==> config.mk <==
export PLATFORM = sky130hd
export DESIGN_NAME = fetch_prefetch_unit
export DESIGN_NICKNAME = d
export VERILOG_FILES = /design/src/rtl/fetch_prefetch_unit.sv
export SDC_FILE = /design/constraint.sdc
export NUM_CORES = 1
export LEC_CHECK = 0
export ABC_AREA = 1
export BUFFER_PORTS_ARGS = -buffer_cell sky130_fd_sc_hd__buf_2
export CORE_UTILIZATION = 58
export DETAILED_ROUTE_END_ITERATION = 7
export GPL_TIMING_DRIVEN = 0
export PLACE_DENSITY = 0.83
export REMOVE_ABC_BUFFERS = 1
export SYNTH_ARGS = -nofsm -noshare
export SYNTH_HDL_FRONTEND = slang
export SYNTH_SLANG_ARGS = --single-unit
==> constraint.sdc <==
create_clock -name clk -period 3.1 [get_ports clk]
set_clock_uncertainty 0.1 [all_clocks]
set_input_delay 0 -clock clk [delete_from_list [all_inputs] [get_ports clk]]
set_output_delay 0 -clock clk [all_outputs]
set_load 0.005 [all_outputs]
==> src/rtl/fetch_prefetch_unit.sv <==
// fetch_prefetch_unit: PC owner, in-order imem request issue, prefetch queue and redirect squash
module fetch_prefetch_unit #(
    parameter int ADDR_W = 32,
    parameter int DATA_W = 32,
    parameter int DEPTH = 4,
    parameter logic [ADDR_W-1:0] RESET_PC = '0
) (
    input  logic              clk,
    input  logic              reset,
    input  logic              redirect_valid,
    input  logic [ADDR_W-1:0] redirect_pc,
    output logic              imem_req_valid,
    input  logic              imem_req_ready,
    output logic [ADDR_W-1:0] imem_req_addr,
    input  logic              imem_rsp_valid,
    input  logic [DATA_W-1:0] imem_rsp_data,
    output logic              if_valid,
    input  logic              if_ready,
    output logic [DATA_W-1:0] if_inst,
    output logic [ADDR_W-1:0] if_pc,
    output logic [ADDR_W-1:0] if_pc4,
    output logic              rsp_err
);
    localparam int PW = $clog2(DEPTH);
    localparam int CW = $clog2(DEPTH + 1);
    localparam logic [CW:0] FULL = (CW + 1)'(DEPTH);

    logic [ADDR_W-1:0] fetch_pc;
    logic [ADDR_W-1:0] pc_q [DEPTH];
    logic [DATA_W-1:0] inst_q [DEPTH];
    logic [DEPTH-1:0]  filled;
    logic [PW-1:0]     head, tail, fill_ptr;
    logic [CW-1:0]     alloc, pend, drop, inflight;
    logic [CW:0]       occ;
    logic              accept, pop, fill, stray;

    // Handshakes and response classification; a response with drop>0 is always squashed
    always_comb begin
        occ = {1'b0, alloc} + {1'b0, drop};
        inflight = drop + pend;
        imem_req_valid = reset & (occ < FULL) & ~redirect_valid;
        imem_req_addr = fetch_pc;
        if_valid = reset & filled[head] & ~redirect_valid;
        if_pc = reset ? pc_q[head] : '0;
        if_inst = reset ? inst_q[head] : '0;
        if_pc4 = reset ? pc_q[head] + ADDR_W'(4) : '0;
        accept = imem_req_valid & imem_req_ready;
        pop = if_valid & if_ready;
        fill = imem_rsp_valid & (drop == '0) & (pend != '0) & ~redirect_valid;
        stray = imem_rsp_valid & (drop == '0) & (pend == '0);
    end

    // Control state: redirect clears the queue and converts outstanding requests into drops
    always_ff @(posedge clk or negedge reset) begin
        if (!reset) begin
            fetch_pc <= RESET_PC;
            head <= '0;
            tail <= '0;
            fill_ptr <= '0;
            alloc <= '0;
            pend <= '0;
            drop <= '0;
            filled <= '0;
            rsp_err <= 1'b0;
        end else begin
            if (stray)
                rsp_err <= 1'b1;
            if (redirect_valid) begin
                fetch_pc <= redirect_pc;
                head <= '0;
                tail <= '0;
                fill_ptr <= '0;
                alloc <= '0;
                pend <= '0;
                filled <= '0;
                drop <= inflight - CW'(imem_rsp_valid && inflight != '0);
            end else begin
                if (accept) begin
                    filled[tail] <= 1'b0;
                    tail <= tail + PW'(1);
                    fetch_pc <= fetch_pc + ADDR_W'(4);
                end
                if (imem_rsp_valid && drop != '0)
                    drop <= drop - CW'(1);
                if (fill) begin
                    filled[fill_ptr] <= 1'b1;
                    fill_ptr <= fill_ptr + PW'(1);
                end
                if (pop) begin
                    filled[head] <= 1'b0;
                    head <= head + PW'(1);
                end
                alloc <= alloc + CW'(accept) - CW'(pop);
                pend <= pend + CW'(accept) - CW'(fill);
            end
        end
    end

    // Entry payload storage; validity is tracked by the filled bits, so no reset is needed
    always_ff @(posedge clk) begin
        if (accept)
            pc_q[tail] <= fetch_pc;
        if (fill)
            inst_q[fill_ptr] <= imem_rsp_data;
    end
endmodule

Word-level counts from Yosys, hierarchy flattened
Memories as Yosys holds them, arrays and structs flattened. Index checks and enable logic that the tools add are counted.

Mux-type cells: 33. Order comparisons: 7. Bitwise operators: 16. Equal/unequal tests: 0. Div/mod/pow operators: 0. $mul: 0. Reduce and logical (&&, ||, !) cells: 14. Shift-type cells: 0. Add/sub/neg operators: 13.

Operator list (count): 2-to-1 mux 32 bit (5); adder 32 x 3 -> 32 bit, second input constant (2); 2-to-1 mux 4 bit (6); 2-to-1 mux 2 bit (6); 2-to-1 mux 3 bit (4); bitwise AND 1 bit (10); < comparator 2 x 3 -> 1 bit, second input constant (3); nonzero test 3 bit (3); subtractor 3 x 1 -> 3 bit (3); bitwise AND 4 bit (2); 2-to-1 mux 1 bit (8); NOT 4 bit (2); nonzero test 2 bit (4); adder 2 x 1 -> 2 bit, second input constant (3); adder 3 x 1 -> 3 bit (2); demux 1 bit (select 2 bit) (3); greater-or-equal comparator 2 x 1 -> 1 bit, second input constant (3); zero test 3 bit (2); logical AND 1 bit (5); adder 3 x 3 -> 4 bit (1); < comparator 4 x 3 -> 1 bit, second input constant (1); bitwise OR 4 bit (1); adder 3 bit (1); subtractor 3 x 1 -> 3 bit, second input constant (1); other kinds (2) (2).

Output and inout bits: 131. Logic and storage cells: 94. Latch bits: 0. ROM bits: 0. Memories: 2. Input port bits: 70. Register bits after elaboration: 52. RAM bits: 256.

Memories: inst_q (depth 4, width 32, rd ports 1, clocked after memory_dff 0, wr ports 1, line 30) `logic [DATA_W-1:0] inst_q [DEPTH];`; pc_q (depth 4, width 32, rd ports 1, clocked after memory_dff 0, wr ports 1, line 29) `logic [ADDR_W-1:0] pc_q [DEPTH];`.

Depth between registers and ports, before layout
Depth after elaboration: 14. Depth in mapped cells: 17. Depth with buffers taken out: 15.

Worst setup path after synthesis
OpenSTA, ideal clock, no wires.

Kind: flip-flop to flip-flop. Start: register drop[2]. End: register pend[2]. Setup time: 0.124 ns. Cell stages (with the launch flop): 14. Buffers on the path: 1. Path slack: 0.345 ns. Clock period less this slack: 2.755 ns. Arrival: 2.531 ns. Data required time: 2.876 ns. Cell sequence: dfrtp_1 -> ha_1 -> nor2_1 -> o21ai_0 -> nor3_1 -> nand2_1 -> clkbuf_1 -> ha_1 -> inv_1 -> ha_1 -> inv_1 -> fa_1 -> o21ai_0 -> a21oi_1.

Word-level cells in the longest chain between the ends: 8. Elaborated cells on any way between the ends: 12. Classes of those cells: add/sub: 3; order compare: 1; mux: 1; bitwise: 6; reduce/logical: 1.

RTL lines: start, declared (line 33) `logic [CW-1:0] alloc, pend, drop, inflight;`; start signal, assigned (line 76) `drop <= inflight - CW'(imem_rsp_valid && inflight != '0);`; start signal, assigned (line 84) `drop <= drop - CW'(1);`; adder 3 x 3 -> 4 bit (line 39) `occ = {1'b0, alloc} + {1'b0, drop};`; < comparator 4 x 3 -> 1 bit (line 41) `imem_req_valid = reset & (occ < FULL) & ~redirect_valid;`; bitwise AND 1 bit (2 in series) (line 41); net imem_req_valid (line 12) `output logic imem_req_valid,`; bitwise AND 1 bit (line 47) `accept = imem_req_valid & imem_req_ready;`; adder 3 x 1 -> 3 bit (line 94) `pend <= pend + CW'(accept) - CW'(fill);`; subtractor 3 x 1 -> 3 bit (line 94); 2-to-1 mux 3 bit (line 68) `if (redirect_valid) begin`; end signal, assigned (line 94); end, declared (line 33).

The timed path passes the listed nets, and every way through them passes these cells. A chain may end at the register's enable or synchronous reset.

Worst setup path after layout
Start: register head[0]. End: output if_pc4[18].

Word-level cells in the longest chain between the ends: 3.

RTL lines: start, declared (line 32) `logic [PW-1:0] head, tail, fill_ptr;`; start signal, assigned (line 91) `head <= head + PW'(1);`; memory read (4 x 32 bit); adder 32 x 3 -> 32 bit (line 46) `if_pc4 = reset ? pc_q[head] + ADDR_W'(4) : '0;`; 2-to-1 mux 32 bit (line 46); end, declared (line 21) `output logic [ADDR_W-1:0] if_pc4,`.

Every way passes these cells.

==> out/qor.txt <==
final hold vios: 0
ys flop type: edfxtp_1
initial antenna violation count: 1
mapped cell area: 0.01505 mm2
detailed-placement wirelength estimate: 24,200 um
hold path depth: 5
vias: 13,464
Initial Util: 0.5944
final setup vio count: 0
Comb power frac: 0.115
IO Port Bufs: 200
Chip Width: 163.1 um
Clk pwr share: 0.390
CP Data Required Time: 3000 ps
CTS buffer count: 30
Detailed Route WL: 45,350 um
Post-route DRC: 0
H-tree levels: 1
async set-or-reset flop fraction in the synthesized netlist: 0.1688
final worst path period share: 0.9727
sequential-to-total area share from yosys stat: 0.5971
Fmax: 331.6 MHz
status: finished clean
Post-synth EDFFs: 256
hold_ws: 29.40 ps
R2R depth: 15
CTS clk-pin slew, worst paths: 70 ps
core area: 0.02533 mm2
WL/cell: 19.84 um
Final Max Slew Viols: 0
area fraction of the dominant cell type after synthesis: 0.5106
number of I/O pins: 201
setup TNS: 0 ps
TritonCTS Sinks: 308
crit path max fanout: 9
fin crit period: 3015 ps
Starting DRT DRC Count: 1,732
worst reg2reg path endpoint: alloc[2]$_DFF_PN0_
Mean Syn Cell Area: 9.124 um2
hold path startpoint: redirect_valid
VDD IR max: 0.0004125 V
share of layout cells above drive strength 1: 0.1693
worst reg2reg setup slack: 210 ps
Crit. End Element: output pin
Layout area overhead: 24.45%
die area: 0.02660 mm2
min-delay worst type: primary input to register
Cell variety after synth: 33
critical path class: register to output pin
gp weighted congestion: 0.9127
Slew HR: 0.3619
Layout Nets: 2,030
Switching Fraction: 0.2529
GRT Util Overall: 0.3312
CP arrival: 2920 ps
drt pass-1 iters: 6
Longest Clk Path Bufs: 3
Int Pwr: 7387 uW
CP Launch Point: head[0]$_DFFE_PN0P_
Reg2Reg Launch Point: head[0]$_DFFE_PN0P_
Synth Register Bits: 308
overall power consumption: 9889 uW
PD cells: 527.8 mW/mm2
via count of the first global-routing pass: 12,762
crit path launch type: register
Seq pwr share: 0.495
Root Driver: clkbuf_16
largest net degree at the start of global routing: 82
gr ovfl total: 0
Switch Pwr: 2501 uW
Fill cells: 1,683
first-pass GRT wire length: 66,920 um
number of max-cap violations: 0
Die Y-Extent: 163.1 um
# rows: 58
Lkg Pwr: 0.007962 uW
Detail Route Antenna Nets: 0
Syn. warnings: 0
CTS tree: built
RSZ-0062 raised after global routing: yes
Worst-Skew Late Latency: 570 ps
vias per cell: 5.890
Syn Inst Count: 1,650
Hold EP: imem_req_addr[28]$_DFFE_PN0N_
area leader, netlist: edfxtp_1
ranking of synthesized cells by area: edfxtp_1 (51%), nand2_1 (13%), dfrtp_1 (8.6%)
Least-Margin Pin Slew: 957.1 ps
==> repair_timing <==
| item | in CTS | in global routing |
|---|---|---|
| cloned | 8 | 3 |
| gates resized for setup | 19 | 27 |
| endpoints found under the setup margin | 199 | 159 |
| endpoints found under the hold margin | 229 | 0 |
| pin swaps | 4 | 8 |
| hold buffers | 89 | 0 |
| setup buffers | 7 | 11 |
==> power by group through the flow <==
stage               sequential, uW  combinational (uW)  clock, uW
floorplan                     4890                 557          0
detailed placement            4960                 956          0
global route                  4910                1250       3990
CTS                           4880                1080       3830
global placement              4950                 918          0
finish                        4900                1140       3850
==> layout make-up <==
type | count | area [um2] | area share
Timing Repair Buffer | 319 | 2445 | 0.1305
Tap cell | 330 | 412.9 | 0.02204
Antenna cell | 1 | 2.502 | 0.0001336
Clock buffer | 31 | 754.5 | 0.04027
Timing Repair inverter | 3 | 22.52 | 0.001202
Clock inverter | 24 | 289.0 | 0.01543
Multi-Input combinational cell | 1168 | 5383 | 0.2873
Inverter | 102 | 430.4 | 0.02297
Sequential cell | 308 | 8996 | 0.4802
==> metal layers <==
layer / part of all wire / vias up / global-route usage
met4: 0.044 / 0 / 0.1563
met2: 0.48 / 968 / 0.5470
li1: - / 6035 / -
met3: 0.12 / 180 / 0.05079
met1: 0.36 / 6281 / 0.4307
met5: 0 / - / 0
==> state kept, by name (all words and copies together), names as in the netlist, 3 cells and up <==
name,flops
alloc,3
inst_q,128
pc_q,128
pend,3
filled,4
imem_req_addr,32
drop,3
==> through the flow <==
| stage | std cells | utilization | area (um2) | setup WS, ps |
|---|---|---|---|---|
| 2_1_floorplan | 1578 | - | 14660 | -2716 |
| 3_3_place_gp | 2108 | 0.6346 | 16070 | -6049 |
| 3_5_place_dp | 2112 | 0.6397 | 16200 | -1156 |
| 4_1_cts | 2271 | 0.7296 | 18480 | -65.27 |
| 5_1_grt | 2286 | 0.7397 | 18740 | -46.63 |
| 6_report | 2286 | 0.7397 | 18740 | 84.61 |
==> worst max path at each step <==
stage / end / slack (ps) / cells past startpoint
global route: if_pc4[18] / -50 / 18
global placement: alloc[2]$_DFF_PN0_ / -6050 / 14
finish: if_pc4[18] / 80 / 18
detailed placement: pc_q[0][10]$_DFFE_PP_ / -1160 / 8
floorplan: alloc[2]$_DFF_PN0_ / -2720 / 14
CTS: if_pc4[18] / -70 / 18
==> critical path: stages (launching register included) <==
cell       delay (ps)
dfrtp_4           520
buf_16            160
clkinv_16          70
buf_16            130
nand2_1            70
nand2_1            60
nand2_1            50
nand2_2           130
ha_4              160
inv_2              50
nor2_4            160
nand2_4           100
nor2_4            100
nand2_2            90
nor2_2            130
o21ai_1            70
nand2_1           110
inv_1              40
buf_2             120
==> cells by family after synthesis <==
group | after synthesis | synth area share
buffers and inverters | 174 | 0.05170
flip-flops | 308 | 0.5971
XOR/XNOR | 29 | 0.01687
AO/OA/AOI/OAI | 183 | 0.06433
AND/OR/NAND/NOR | 928 | 0.2453
adder cells (fa/ha/maj) | 28 | 0.02477
==> cell usage after synthesis, drive strengths merged, types with 2 or more instances <==
library cell and number:
dfrtp 52, nor2 302, o21ai 105, xnor2 8, clkbuf 28, nand4 16
o221ai 2, nand2 504, edfxtp 256, buf 44, nand3 96, nor3 9
fa 3, ha 25, xor2 21, inv 102, o211ai 12, a21oi 58
==> cell usage in the layout (no fill, tap or decap), types with 3 or more instances in the layout <==
cell / count
nand3_1: 96
nor2_4: 5
o21ai_0: 104
buf_2: 199
buf_16: 8
inv_1: 87
nor2_2: 16
dfrtp_1: 50
edfxtp_1: 256
fa_1: 3
buf_4: 14
bufinv_16: 6
inv_2: 7
o211ai_1: 12
nand2_2: 8
inv_6: 3
nand4_1: 16
clkinvlp_4: 6
ha_1: 24
inv_4: 5
nand2_1: 494
xnor2_1: 8
nor3_1: 8
clkinv_1: 7
nor2_1: 281
bufbuf_16: 3
clkinv_2: 4
clkbuf_16: 33
xor2_1: 21
dlygate4sd3_1: 88
a21oi_1: 58
(Power assumes the default switching activity.)
